[config.mk]
export PLATFORM = sky130hd
export DESIGN_NAME = pipe_hazard_fwd_ctrl
export DESIGN_NICKNAME = d
export VERILOG_FILES = /design/src/rtl/pipe_hazard_fwd_ctrl.sv
export SDC_FILE = /design/constraint.sdc
export NUM_CORES = 1
export LEC_CHECK = 0
export BUFFER_PORTS_ARGS = -buffer_cell sky130_fd_sc_hd__buf_2
export CORE_UTILIZATION = 46
export CTS_CLUSTER_DIAMETER = 80
export DETAILED_ROUTE_END_ITERATION = 8
export PLACE_DENSITY = 0.74
export SYNTH_ARGS = -nofsm -noshare
export SYNTH_HDL_FRONTEND = slang
export SYNTH_SLANG_ARGS = --single-unit
export TNS_END_PERCENT = 100
[constraint.sdc]
create_clock -name clk -period 3.9 [get_ports clk]
set_input_delay 0.78 -clock clk [delete_from_list [all_inputs] [get_ports clk]]
set_output_delay 0.78 -clock clk [all_outputs]
set_load 0.1 [all_outputs]
[src/rtl/pipe_hazard_fwd_ctrl.sv]
// Hazard / forwarding controller for the 5-stage pipeline: scoreboard of in-flight
// destinations, load-use stalls, registered EX forwarding selects and branch flush.

module pipe_hazard_fwd_src #(
  parameter int REG_AW = 5,
  parameter int DEPTH  = 3,
  parameter int FSW    = 2
) (
  input  logic [REG_AW-1:0]            src,
  input  logic                         use_src,
  input  logic [DEPTH-1:0]             sb_valid,
  input  logic [DEPTH-1:0][REG_AW-1:0] sb_dest,
  output logic [DEPTH-1:0]             hit,
  output logic [FSW-1:0]               sel
);
  always_comb begin
    hit = '0;
    for (int k = 0; k < DEPTH; k++)
      hit[k] = use_src && sb_valid[k] && (sb_dest[k] == src);
  end

  // Scan oldest to youngest so the youngest producer wins; the WB slot is never a source.
  always_comb begin
    sel = '0;
    for (int k = DEPTH-2; k >= 0; k--)
      if (hit[k]) sel = FSW'(k + 1);
  end
endmodule

module pipe_hazard_fwd_ctrl #(
  parameter int REG_AW    = 5,
  parameter int DEPTH     = 3,
  parameter bit FWD_EN    = 1'b1,
  parameter bit WB_BYPASS = 1'b1,
  parameter int BR_STAGE  = 1,
  localparam int FSW      = $clog2(DEPTH)
) (
  input  logic              clk,
  input  logic              rst_n,
  input  logic              ce,
  input  logic [REG_AW-1:0] id_rs,
  input  logic [REG_AW-1:0] id_rt,
  input  logic              id_use_rs,
  input  logic              id_use_rt,
  input  logic              id_regwrite,
  input  logic              id_memread,
  input  logic [REG_AW-1:0] id_dest,
  input  logic              br_taken,
  output logic              pcwrite,
  output logic              if_id_write,
  output logic              bubble,
  output logic              flush,
  output logic [FSW-1:0]    fwd_a,
  output logic [FSW-1:0]    fwd_b,
  output logic [15:0]       stall_cnt
);
  typedef struct packed {
    logic              valid;
    logic [REG_AW-1:0] dest;
    logic              is_load;
  } sb_entry_t;

  // Slots whose match always stalls; a load in EX is handled separately.
  localparam logic [DEPTH-1:0] STALL_MASK =
    {1'b0, {(DEPTH-1){!FWD_EN}}} | {!WB_BYPASS, {(DEPTH-1){1'b0}}};

  logic [DEPTH-1:0]             sb_valid;
  logic [DEPTH-1:0][REG_AW-1:0] sb_dest;
  logic                         sb0_load;   // load flag only matters while the load sits in EX
  sb_entry_t                    id_entry;

  logic [1:0][REG_AW-1:0] src;
  logic [1:0]             use_src;
  logic [1:0][DEPTH-1:0]  hit;
  logic [1:0][FSW-1:0]    sel;
  logic [DEPTH-1:0]       any_hit;
  logic                   hazard, stall;

  assign src     = {id_rt, id_rs};
  assign use_src = {id_use_rt, id_use_rs};

  generate
    for (genvar i = 0; i < 2; i++) begin : g_op
      pipe_hazard_fwd_src #(.REG_AW(REG_AW), .DEPTH(DEPTH), .FSW(FSW)) u_src (
        .src      (src[i]),
        .use_src  (use_src[i]),
        .sb_valid (sb_valid),
        .sb_dest  (sb_dest),
        .hit      (hit[i]),
        .sel      (sel[i])
      );
    end
  endgenerate

  // id_rs == id_rt collapses here, so a shared source yields one stall.
  assign any_hit = hit[0] | hit[1];
  assign hazard  = (|(any_hit & STALL_MASK)) || (FWD_EN && any_hit[0] && sb0_load);
  assign stall   = hazard && !br_taken;

  assign pcwrite     = !stall;
  assign if_id_write = !stall;
  assign bubble      = stall;
  assign flush       = br_taken;

  assign id_entry = '{valid:   id_regwrite && (id_dest != '0),
                      dest:    id_dest,
                      is_load: id_memread};

  always_ff @(posedge clk or negedge rst_n) begin
    if (!rst_n) begin
      sb_valid  <= '0;
      sb_dest   <= '0;
      sb0_load  <= 1'b0;
      fwd_a     <= '0;
      fwd_b     <= '0;
      stall_cnt <= '0;
    end else if (ce) begin
      for (int k = 1; k < DEPTH; k++) begin
        sb_valid[k] <= sb_valid[k-1] && !(br_taken && (k <= BR_STAGE));
        sb_dest[k]  <= sb_dest[k-1];
      end
      sb_valid[0] <= id_entry.valid && !stall && !br_taken;
      sb_dest[0]  <= id_entry.dest;
      sb0_load    <= id_entry.is_load;
      if (stall || br_taken || !FWD_EN) begin
        fwd_a <= '0;
        fwd_b <= '0;
      end else begin
        fwd_a <= sel[0];
        fwd_b <= sel[1];
      end
      if (stall && (stall_cnt != 16'hFFFF))
        stall_cnt <= stall_cnt + 16'd1;
    end
  end
endmodule

==> results of run 1 <==
==> synthesized netlist by cell type, drive strengths merged <==
library cell	instances
and3	4
and4	1
buf	4
clkbuf	2
dfrtp	33
ha	1
inv	7
mux2	12
nand2	9
nand2b	3
nand3	8
nand3b	2
nand4	11
nor2	9
nor2b	1
nor3	3
nor4	4
o2111ai	1
o21a	1
o21ai	2
o22ai	1
o31ai	1
o32ai	2
o41ai	1
or2	1
or4	3
xnor2	18
xor2	17
==> final timing paths <==
path	startpoint	to	slack, ns	cells past startpoint
worst min-delay path	fwd_b[0]	fwd_b[0]	0.48	2
min in group asynchronous	rst_n	stall_cnt[5]	0.55	1
worst max register to register	sb_dest[4]	stall_cnt[1]	1.57	7
worst max-delay path	id_rt[4]	bubble	0.67	8
worst min register to register	fwd_b[0]	fwd_b[0]	0.48	2
max in group asynchronous	rst_n	stall_cnt[13]	2.89	1
==> metal layers <==
| metal | track usage | up-vias | share of wire |
|---|---|---|---|
| li1 | - | 665 | - |
| met2 | 0.294 | 42 | 0.48 |
| met5 | 0 | - | 0 |
| met4 | 0.0909 | 0 | 0.018 |
| met3 | 0.0562 | 6 | 0.045 |
| met1 | 0.263 | 618 | 0.46 |
==> logic make-up (layout without fill, tap and decap cells) <==
group,after synthesis,count (layout),share of synthesized area
AOI/OAI and AO/OA,9,9,0.0379
xor gates and xnor gates,35,35,0.180
adders and majority gates,1,1,0.00715
buffers and inverters,13,63,0.0350
DFF,33,33,0.472
muxes,12,12,0.0773
and+or+nand+nor,59,59,0.191
==> placed cells by master (no fill, tap or decap), types with 4 or more instances in the layout <==
master and instances:
and3_1 4, buf_2 46, clkbuf_8 5, dfrtp_1 33, inv_1 6, mux2_2 11, nand2_1 9, nand3_1 8
nand4_1 11, nor2_1 8, nor4_1 4, xnor2_1 17, xor2_1 17
==> power by group through the flow <==
| stage | logic (mW) | clock network, mW | registers, mW |
|---|---|---|---|
| 3_5_place_dp | 0.0982 | 0 | 0.386 |
| 4_1_cts | 0.0986 | 0.251 | 0.380 |
| 5_1_grt | 0.107 | 0.272 | 0.383 |
| 3_3_place_gp | 0.0960 | 0 | 0.385 |
| 2_1_floorplan | 0.0573 | 0 | 0.389 |
| 6_report | 0.0978 | 0.243 | 0.380 |
==> worst max-delay path: cells and delay by family <==
kind / cells / cell delay, ns
simple gates: 4 / 0.94
buf+inv: 3 / 0.58
xor+xnor: 1 / 0.16
==> state kept, by name (all words and copies together) (netlist names) <==
register   flops
fwd_a          2
fwd_b          2
sb0_load       1
sb_dest       10
sb_valid       2
stall_cnt     16
==> metrics by stage <==
| stage | power [mW] | setup slack (ns) | utilization | instances | hold slack (ns) |
|---|---|---|---|---|---|
| after CTS | 0.730 | 0.661 | 0.575 | 260 | 0.481 |
| final | 0.721 | 0.668 | 0.575 | 260 | 0.480 |
| after global routing | 0.762 | 0.598 | 0.575 | 260 | 0.498 |
| after floorplan | 0.446 | 0.0552 | - | 162 | 0.484 |
| after detailed placement | 0.484 | 0.661 | 0.552 | 252 | 0.463 |
| after global placement | 0.481 | 0.692 | 0.552 | 252 | 0.470 |
==> area by class of cell <==
cell class	count	area (um2)	area share
Multi-Input combinational cell	116	862	0.410
Sequential cell	33	826	0.393
Timing Repair Buffer	48	245	0.117
Clock buffer	7	76.3	0.0363
Tap cell	48	60.1	0.0286
Inverter	7	26.3	0.0125
Clock inverter	1	7.51	0.00357
==> flow_metrics.env, run 1 <==
export IMPL_vias=1331
export IMPL_critPathLaunchType="input port"
export IMPL_antenna_left=0
export IMPL_cts_max_level=2
export IMPL_post_dp_cell_area_mm2=0.00202
export IMPL_setup_tns_ns=0
export IMPL_pwr_share_seq=0.527
export IMPL_hold_viol_final=0
export IMPL_cts_tree="done"
export IMPL_grt_overflow_total=0
export IMPL_grt_pass1_wl_um=6130
export IMPL_pin_count=47
export IMPL_vias_per_cell=5.12
export IMPL_crit_top_cell="buf_2"
export IMPL_arrival_ns=2.45
export IMPL_hpwl_um=2680
export IMPL_cts_sinks=33
export IMPL_grt_max_degree=34
export IMPL_power_density_mw_per_mm2=343
export IMPL_die_h_um=63.7
export IMPL_yosys_area_top_type="dfrtp_1"
export IMPL_postSynthAreaPerCell_um2=10.8
export IMPL_synth_seq_cells=33
export IMPL_p_sw_uw=193
export IMPL_fp_dieArea_mm2=0.00405
export IMPL_slew_headroom=0.519
export IMPL_layout_drive_gt1_share=0.330
export IMPL_clock_latency_ns=0.28
export IMPL_nets=235
export IMPL_worst_slew_pin_slew_ns=0.721
export IMPL_yosys_top_cells_area="dfrtp_1 (47%), xnor2_1 (8.5%), xor2_1 (8.5%)"
export IMPL_critPathSlowestCell="or4_4"
export IMPL_drtPass1Iterations=4
export IMPL_core_region_area_mm2=0.00366
export IMPL_hold_path_class="reg -> reg"
export IMPL_cts_max_path_buffers=2
export IMPL_port_buffers=46
export IMPL_cts_setup_buffers=0
export IMPL_grt_pass1_vias=1332
export IMPL_p_leak_nw=0.974
export IMPL_cp_max_fo=3
export IMPL_cts_hold_buffers_added=0
export IMPL_antenna_cells=0
export IMPL_std_cell_rows=22
export IMPL_worst_ir_drop_vdd_mv=0.262
export IMPL_ys_seq_area_frac=0.472
export IMPL_path_cells="buf_2, xor2_1, or4_4, nor2_4, or2_1, nand2b_1, inv_2, buf_2"
export IMPL_start_util=0.478
export IMPL_finalCritPeriodShare=0.829
export IMPL_cp_end_kind="output pin"
export IMPL_cts_root_buf="clkbuf_8"
export IMPL_cts_buffers=5
export IMPL_cpPeakStageDelay_ns=0.58
export IMPL_setup_violations=0
export IMPL_gp_congestion=0.870
export IMPL_fillers=330
export IMPL_p_int_uw=528
export IMPL_synthesis_nets=186
export IMPL_timing_final_crit_period_ns=3.23
export IMPL_slew_viol_final=0
export IMPL_syn2layout_area_growth_pct=20.2
export IMPL_drc=0
export IMPL_antenna_found_initial=0
export IMPL_cts_resized=0
export IMPL_power_frac_clock=0.337
export IMPL_synth_cells=162
export IMPL_rsz0062_at_grt="no"
export IMPL_cap_violations=0
export IMPL_max_freq_ghz=0.309
export IMPL_synth_top_area_share=0.472
export IMPL_die_w_um=63.7
export IMPL_grt_util_all_layers=0.197
export IMPL_final_area_mm2=0.00210
export IMPL_synth_warnings=0
export IMPL_critPathKind="in -> out"
export IMPL_finClkSkew_ns=0.00653
export IMPL_pwr_share_comb=0.136
export IMPL_p_sw_frac=0.268
export IMPL_first_iter_violations=49
export IMPL_avgRoutedWirePerCell_um=13.7
export IMPL_ys_types=35
export IMPL_syn_area_mm2=0.00175
export IMPL_clk_pin_slew_ns=0.06
export IMPL_run_status="completed"
export IMPL_wl_um=3550
export IMPL_worstPathRequired_ns=3.12
Note: power is estimated with default switching activity, not from simulation.
==> run 2, diff against run 1 <==
--- a/config.mk
+++ b/config.mk
@@ -5,11 +5,12 @@
 export SDC_FILE = /design/constraint.sdc
 export NUM_CORES = 1
 export LEC_CHECK = 0
+export ABC_AREA = 1
 export BUFFER_PORTS_ARGS = -buffer_cell sky130_fd_sc_hd__buf_2
 export CORE_UTILIZATION = 46
 export CTS_CLUSTER_DIAMETER = 80
 export DETAILED_ROUTE_END_ITERATION = 8
-export PLACE_DENSITY = 0.74
+export PLACE_DENSITY = 0.75
 export SYNTH_ARGS = -nofsm -noshare
 export SYNTH_HDL_FRONTEND = slang
 export SYNTH_SLANG_ARGS = --single-unit
==> constraint.sdc (replaced) <==
create_clock -name clk -period 2.7 [get_ports clk]
set_input_delay 0.54 -clock clk [delete_from_list [all_inputs] [get_ports clk]]
set_output_delay 0.54 -clock clk [all_outputs]
set_load 0.1 [all_outputs]
==> run 2 against run 1 <==
  * Via count increased by 46%
  * Clock-buffer cell count unchanged
  * Critical path depth stayed put
  * Hold slack got worse by 0.16 ns
  * Clock skew fell by 0.0022 ns
  * Utilization fell by 1.4 points
  * Setup slack lost 0.34 ns
  * Non-clock buffer count is 1 lower
  * Clock power rose by 58%
  * Design area up 17%
  * Largest power group unchanged
==> flow_metrics.env, run 2 <==
export IMPL_run_status="completed"
export IMPL_synth_most_common_cell="nand2_1"
export IMPL_cts_max_level=2
export IMPL_hold_viol_final=0
export IMPL_yosys_top_cells_area="dfrtp_1 (39%), nand2_1 (16%), inv_1 (9.0%)"
export IMPL_finalCritPeriodShare=0.877
export IMPL_r2r_end="stall_cnt[12]"
export IMPL_yosys_area_top_type="dfrtp_1"
export IMPL_final_core_util=0.561
export IMPL_cp_max_fo=5
export IMPL_worst_slew_pin_slew_ns=0.771
export IMPL_critPathKind="reg -> out"
export IMPL_die_h_um=70.0
export IMPL_drc=0
export IMPL_whs_ns=0.322
export IMPL_rsz0062_at_grt="no"
export IMPL_grt_pass1_wl_um=8190
export IMPL_critPathLaunchType="register"
export IMPL_synthesis_nets=321
export IMPL_slew_viol_final=0
export IMPL_largest_register_ffs=16
export IMPL_avgRoutedWirePerCell_um=11.9
export IMPL_fin_ws_ns=0.333
export IMPL_fp_dieArea_mm2=0.00489
export IMPL_synth_warnings=0
export IMPL_synth_cells=297
export IMPL_antenna_found_initial=0
export IMPL_fillers=436
export IMPL_clk_pin_slew_ns=0.07
export IMPL_path_cells="nand2_1, nand2_1, nor2_1, nand3_4, nand2_4, nand3_4, inv_1, buf_2"
export IMPL_final_seq_area_um2=826
export IMPL_core_region_area_mm2=0.00438
export IMPL_hold_path_class="in -> async"
export IMPL_vias=1947
export IMPL_cts_tree="done"
export IMPL_synth_seq_cells=33
export IMPL_wl_um=4670
export IMPL_synth_top_cells_by_count="nand2_1 (92), inv_1 (51), dfrtp_1 (33)"
export IMPL_totalPowerFinal_mw=1.07
export IMPL_max_freq_ghz=0.422
export IMPL_cts_setup_buffers=0
export IMPL_power_density_mw_per_mm2=434
export IMPL_grt_pass1_vias=1821
export IMPL_cts_hold_buffers_added=0
export IMPL_cts_buffers=5
export IMPL_critPathSlowestCell="dfrtp_1"
export IMPL_timing_final_crit_period_ns=2.37
export IMPL_start_util=0.485
export IMPL_synth_async_reset_ratio=1.00
export IMPL_cts_max_path_buffers=2
export IMPL_nets=366
export IMPL_top_register="stall_cnt"
export IMPL_worst_ir_drop_vdd_mv=0.201
export IMPL_port_buffers=46
export IMPL_cts_sinks=33
export IMPL_hpwl_um=3430
export IMPL_cap_violations=0
export IMPL_p_leak_nw=1.37
export IMPL_grt_max_degree=37
export IMPL_slew_headroom=0.486
export IMPL_post_dp_cell_area_mm2=0.00237
export IMPL_setup_tns_ns=0
export IMPL_first_iter_violations=88
export IMPL_r2r_cells=8
export IMPL_synth_edf_count=0
export IMPL_stdcell_count=394
export IMPL_reg_top3="stall_cnt x16, sb_dest x10"
export IMPL_gp_congestion=0.889
export IMPL_final_common_cell="nand2_1"
export IMPL_syn_area_mm2=0.00212
export IMPL_ys_types=28
export IMPL_grt_overflow_total=0
export IMPL_cts_root_buf="clkbuf_8"
export IMPL_setup_violations=0
export IMPL_die_w_um=70.0
export IMPL_reg2reg_slack_ns=0.92
export IMPL_worstPathRequired_ns=2.16
export IMPL_ys_seq_area_frac=0.389
export IMPL_clock_latency_ns=0.29
export IMPL_synth_top_area_share=0.389
export IMPL_cp_end_kind="output pin"
export IMPL_cts_resized=0
export IMPL_std_cell_rows=24
export IMPL_layout_common_cells="nand2_1 (92), inv_1 (51), buf_2 (46)"
export IMPL_arrival_ns=1.83
export IMPL_dp_cells=387
export IMPL_drtPass1Iterations=4
export IMPL_antenna_left=0
export IMPL_vias_per_cell=4.94
export IMPL_cpPeakStageDelay_ns=0.43
export IMPL_finClkSkew_ns=0.00430
export IMPL_multiInputGateArea_mm2=0.00103
export IMPL_layout_drive_gt1_share=0.213
export IMPL_final_area_mm2=0.00246
export IMPL_antenna_cells=0
export IMPL_place_ws_ns=0.398
export IMPL_reg2reg_from="stall_cnt[1]"
export IMPL_postSynthAreaPerCell_um2=7.15
export IMPL_grt_util_all_layers=0.213
export IMPL_syn2layout_area_growth_pct=15.7
export IMPL_pin_count=47
export IMPL_synth_top_flop_cell="dfrtp_1"
==> run 2: cell count changes in the layout (fill, tap and decap cells not counted), sizes merged, moves of 4 or more <==
cell    change
and3        -4
inv        +50
mux2       -12
nand2      +84
nand3      +22
nand4       -5
nor2        +8
o21ai      +17
o21bai     +16
xnor2      -18
xor2       -12
==> run 2: cell type report <==
type	count	area share
tap	52	0.0265
clock buffer	7	0.0351
multi-input combinational	198	0.419
inverter	57	0.0870
timing repair buffer	47	0.0967
sequential	33	0.336
==> run 2: how the worst max path moves through the flow <==
stage	from	end	slack [ns]	cells past startpoint
2_1_floorplan	id_rt[0]	bubble	0.09	8
3_3_place_gp	id_rt[0]	bubble	0.40	9
3_5_place_dp	id_rt[1]	bubble	0.40	10
4_1_cts	sb_dest[0]	bubble	0.31	8
5_1_grt	sb_dest[0]	bubble	0.23	8
6_report	sb_dest[0]	bubble	0.33	8
==> run 2: kinds of logic (layout without fill, tap and decap cells) <==
logic type / Yosys count / in the layout / synth area share
buffers and inverters: 66 / 111 / 0.127
AO/OA/AOI/OAI: 37 / 37 / 0.108
XOR/XNOR: 5 / 5 / 0.0206
AND/OR/NAND/NOR: 155 / 155 / 0.350
adder cells (fa/ha/maj): 1 / 1 / 0.00589
flip-flops: 33 / 33 / 0.389
==> run 2: power breakdown <==
part,leakage [nW],switching [mW],internal (mW)
Sequential,0.357,0.0187,0.513
Combinational,0.969,0.103,0.0486
Clock,0.0443,0.180,0.202
==> run 2: critical path, delay by kind of cell, from the launching register on <==
family                 cells  cell delay, ns
and+or+nand+nor            6            0.64
buffers and inverters      2            0.47
DFF                        1            0.43
==> run 2: routing by layer <==
metal  up-vias  wire [um]  global-route usage  share of wire
met5         -          0                   0              0
met4         0        106              0.0978          0.023
met3         9        176              0.0505          0.038
met2        39       2140               0.334           0.46
met1       889       2260               0.280           0.48
li1       1010          -                   -              -
==> run 3, diff against run 2 <==
--- a/config.mk
+++ b/config.mk
@@ -7,10 +7,12 @@
 export LEC_CHECK = 0
 export ABC_AREA = 1
 export BUFFER_PORTS_ARGS = -buffer_cell sky130_fd_sc_hd__buf_2
-export CORE_UTILIZATION = 46
+export CORE_UTILIZATION = 49
 export CTS_CLUSTER_DIAMETER = 80
 export DETAILED_ROUTE_END_ITERATION = 8
-export PLACE_DENSITY = 0.75
+export GPL_TIMING_DRIVEN = 0
+export PLACE_DENSITY = 0.79
+export RECOVER_POWER = 100
 export SYNTH_ARGS = -nofsm -noshare
 export SYNTH_HDL_FRONTEND = slang
 export SYNTH_SLANG_ARGS = --single-unit
==> run 3 against run 2 <==
  * The run now ends with max-capacitance violations, max-slew violations left
  * Sequential share of layout area grew 0.24 points
  * Routed wire length grew 5.8%
  * Fmax shrank 1.2%
  * Die area fell by 6.0%
  * Via count rose by 2.5%
  * Sequential power about the same
  * Global-route usage up 3.1 points
  * Hold slack better by 0.15 ns
  * Clock-buffer cell count is the same
  * Final cell count grew 1.3%
  * First-iteration DRC count increased by 110%
  * Register-to-register slack lost 0.28 ns
  * Critical path type unchanged
==> flow_metrics.env, run 3 (synthesized netlist as in run 2, its figures left out) <==
export IMPL_cts_root_buf="clkbuf_8"
export IMPL_path_cells="nand2_1, nand2_1, nor2_1, nand3_4, nand2_4, nand3_4, inv_1, clkbuf_2"
export IMPL_cp_max_fo=5
export IMPL_min_from="id_dest[0]"
export IMPL_reg2reg_slack_ns=0.64
export IMPL_cpPeakStageDelay_ns=0.44
export IMPL_reg2reg_from="stall_cnt[0]"
export IMPL_cts_max_level=2
export IMPL_worstPathRequired_ns=2.16
export IMPL_setup_violations=0
export IMPL_cts_hold_buffers_added=0
export IMPL_pin_count=47
export IMPL_avgRoutedWirePerCell_um=12.4
export IMPL_fin_ws_ns=0.305
export IMPL_layout_drive_gt1_share=0.140
export IMPL_layout_common_cells="nand2_1 (92), inv_1 (52), dfrtp_1 (33)"
export IMPL_r2r_end="stall_cnt[0]"
export IMPL_critPathLaunchType="register"
export IMPL_first_iter_violations=186
export IMPL_nets=373
export IMPL_gp_congestion=0.875
export IMPL_fillers=404
export IMPL_final_common_cell="nand2_1"
export IMPL_critPathSlowestCell="clkbuf_2"
export IMPL_clock_latency_ns=0.29
export IMPL_timing_final_crit_period_ns=2.40
export IMPL_cp_end_kind="output pin"
export IMPL_rsz0062_at_grt="no"
export IMPL_finalCritPeriodShare=0.887
export IMPL_port_buffers=45
export IMPL_grt_overflow_total=0
export IMPL_arrival_ns=1.86
export IMPL_max_freq_ghz=0.418
export IMPL_worst_ir_drop_vdd_mv=0.280
export IMPL_slew_headroom=-0.207
export IMPL_wl_um=4950
export IMPL_violations="max-capacitance violations, max-slew violations"
export IMPL_cts_buffers=5
export IMPL_vias_per_cell=5.00
export IMPL_drc=0
export IMPL_grt_pass1_wl_um=8160
export IMPL_run_status="complete, but fails checks"
export IMPL_totalPowerFinal_mw=1.07
export IMPL_worst_slew_pin_slew_ns=1.81
export IMPL_setup_tns_ns=0
export IMPL_power_density_mw_per_mm2=439
export IMPL_cts_setup_buffers=0
export IMPL_hold_path_class="in -> reg"
export IMPL_grt_max_degree=34
export IMPL_antenna_cells=0
export IMPL_syn2layout_area_growth_pct=14.9
export IMPL_p_leak_nw=1.34
export IMPL_largest_register_ffs=16
export IMPL_grt_util_all_layers=0.245
export IMPL_hold_viol_final=0
export IMPL_critPathKind="reg -> out"
export IMPL_grt_pass1_vias=1790
export IMPL_start_util=0.520
export IMPL_top_register="stall_cnt"
export IMPL_min_to="sb_dest[0]"
export IMPL_fp_dieArea_mm2=0.00460
export IMPL_antenna_found_initial=0
export IMPL_cts_max_path_buffers=2
export IMPL_cts_tree="done"
export IMPL_cts_sinks=33
export IMPL_antenna_left=0
export IMPL_reg_top3="stall_cnt x16, sb_dest x10"
export IMPL_std_cell_rows=23
export IMPL_slew_viol_final=34
export IMPL_clk_pin_slew_ns=0.07
export IMPL_finClkSkew_ns=0.00914
export IMPL_place_ws_ns=0.383
export IMPL_vias=1996
export IMPL_core_region_area_mm2=0.00409
export IMPL_r2r_cells=8
export IMPL_drtPass1Iterations=5
export IMPL_die_w_um=67.8
export IMPL_hold_depth=3
export IMPL_cts_resized=0
export IMPL_die_h_um=67.8
export IMPL_cap_violations=1
export IMPL_hpwl_um=3720
## run 3: final cells by class
class / count / area (um2) / area share
clock buffers: 7 / 86.3 / 0.0354
flip-flops and latches: 33 / 826 / 0.338
repair buffers: 45 / 198 / 0.0810
multi-input cells: 198 / 1000 / 0.411
plain buffers: 9 / 52.6 / 0.0215
well taps: 50 / 62.6 / 0.0256
inverters: 57 / 214 / 0.0876
## run 3: layer usage
layer / up-vias / track usage / routed length (um) / share of wire
li1: 1031 / - / - / -
met1: 904 / 0.334 / 2370 / 0.48
met2: 52 / 0.380 / 2220 / 0.45
met3: 9 / 0.0450 / 256 / 0.052
met4: 0 / 0.102 / 98 / 0.020
met5: - / 0 / 0 / 0
## run 3: worst max-delay path by stage
stage                     startpoint      to  slack [ns]  cells after the start
after detailed placement    id_rt[1]  bubble        0.38                     10
final                     sb_dest[0]  bubble        0.30                      8
after global routing      sb_dest[0]  bubble        0.19                      8
after CTS                 sb_dest[0]  bubble        0.30                      8
after floorplan             id_rt[0]  bubble        0.09                      8
after global placement      id_rt[1]  bubble        0.39                     10
## run 3: metrics by stage
step | area (um2) | hold WS (ns) | util | cells
after floorplan | 2120 | 0.244 | - | 297
after global placement | 2410 | 0.463 | 0.590 | 392
after detailed placement | 2410 | 0.472 | 0.590 | 392
after CTS | 2500 | 0.344 | 0.611 | 399
after global routing | 2440 | 0.486 | 0.597 | 399
final | 2440 | 0.475 | 0.597 | 399
## run 3: critical path, delay by kind of cell (launching register included)
kind | cells | cell delay, ns
simple gates | 6 | 0.63
flops | 1 | 0.43
buf+inv | 2 | 0.51
## run 3: where the power goes
group          switching, mW  leakage, nW  internal [mW]
logic                  0.105        0.939         0.0489
registers             0.0182        0.357          0.513
clock network          0.185       0.0443          0.202
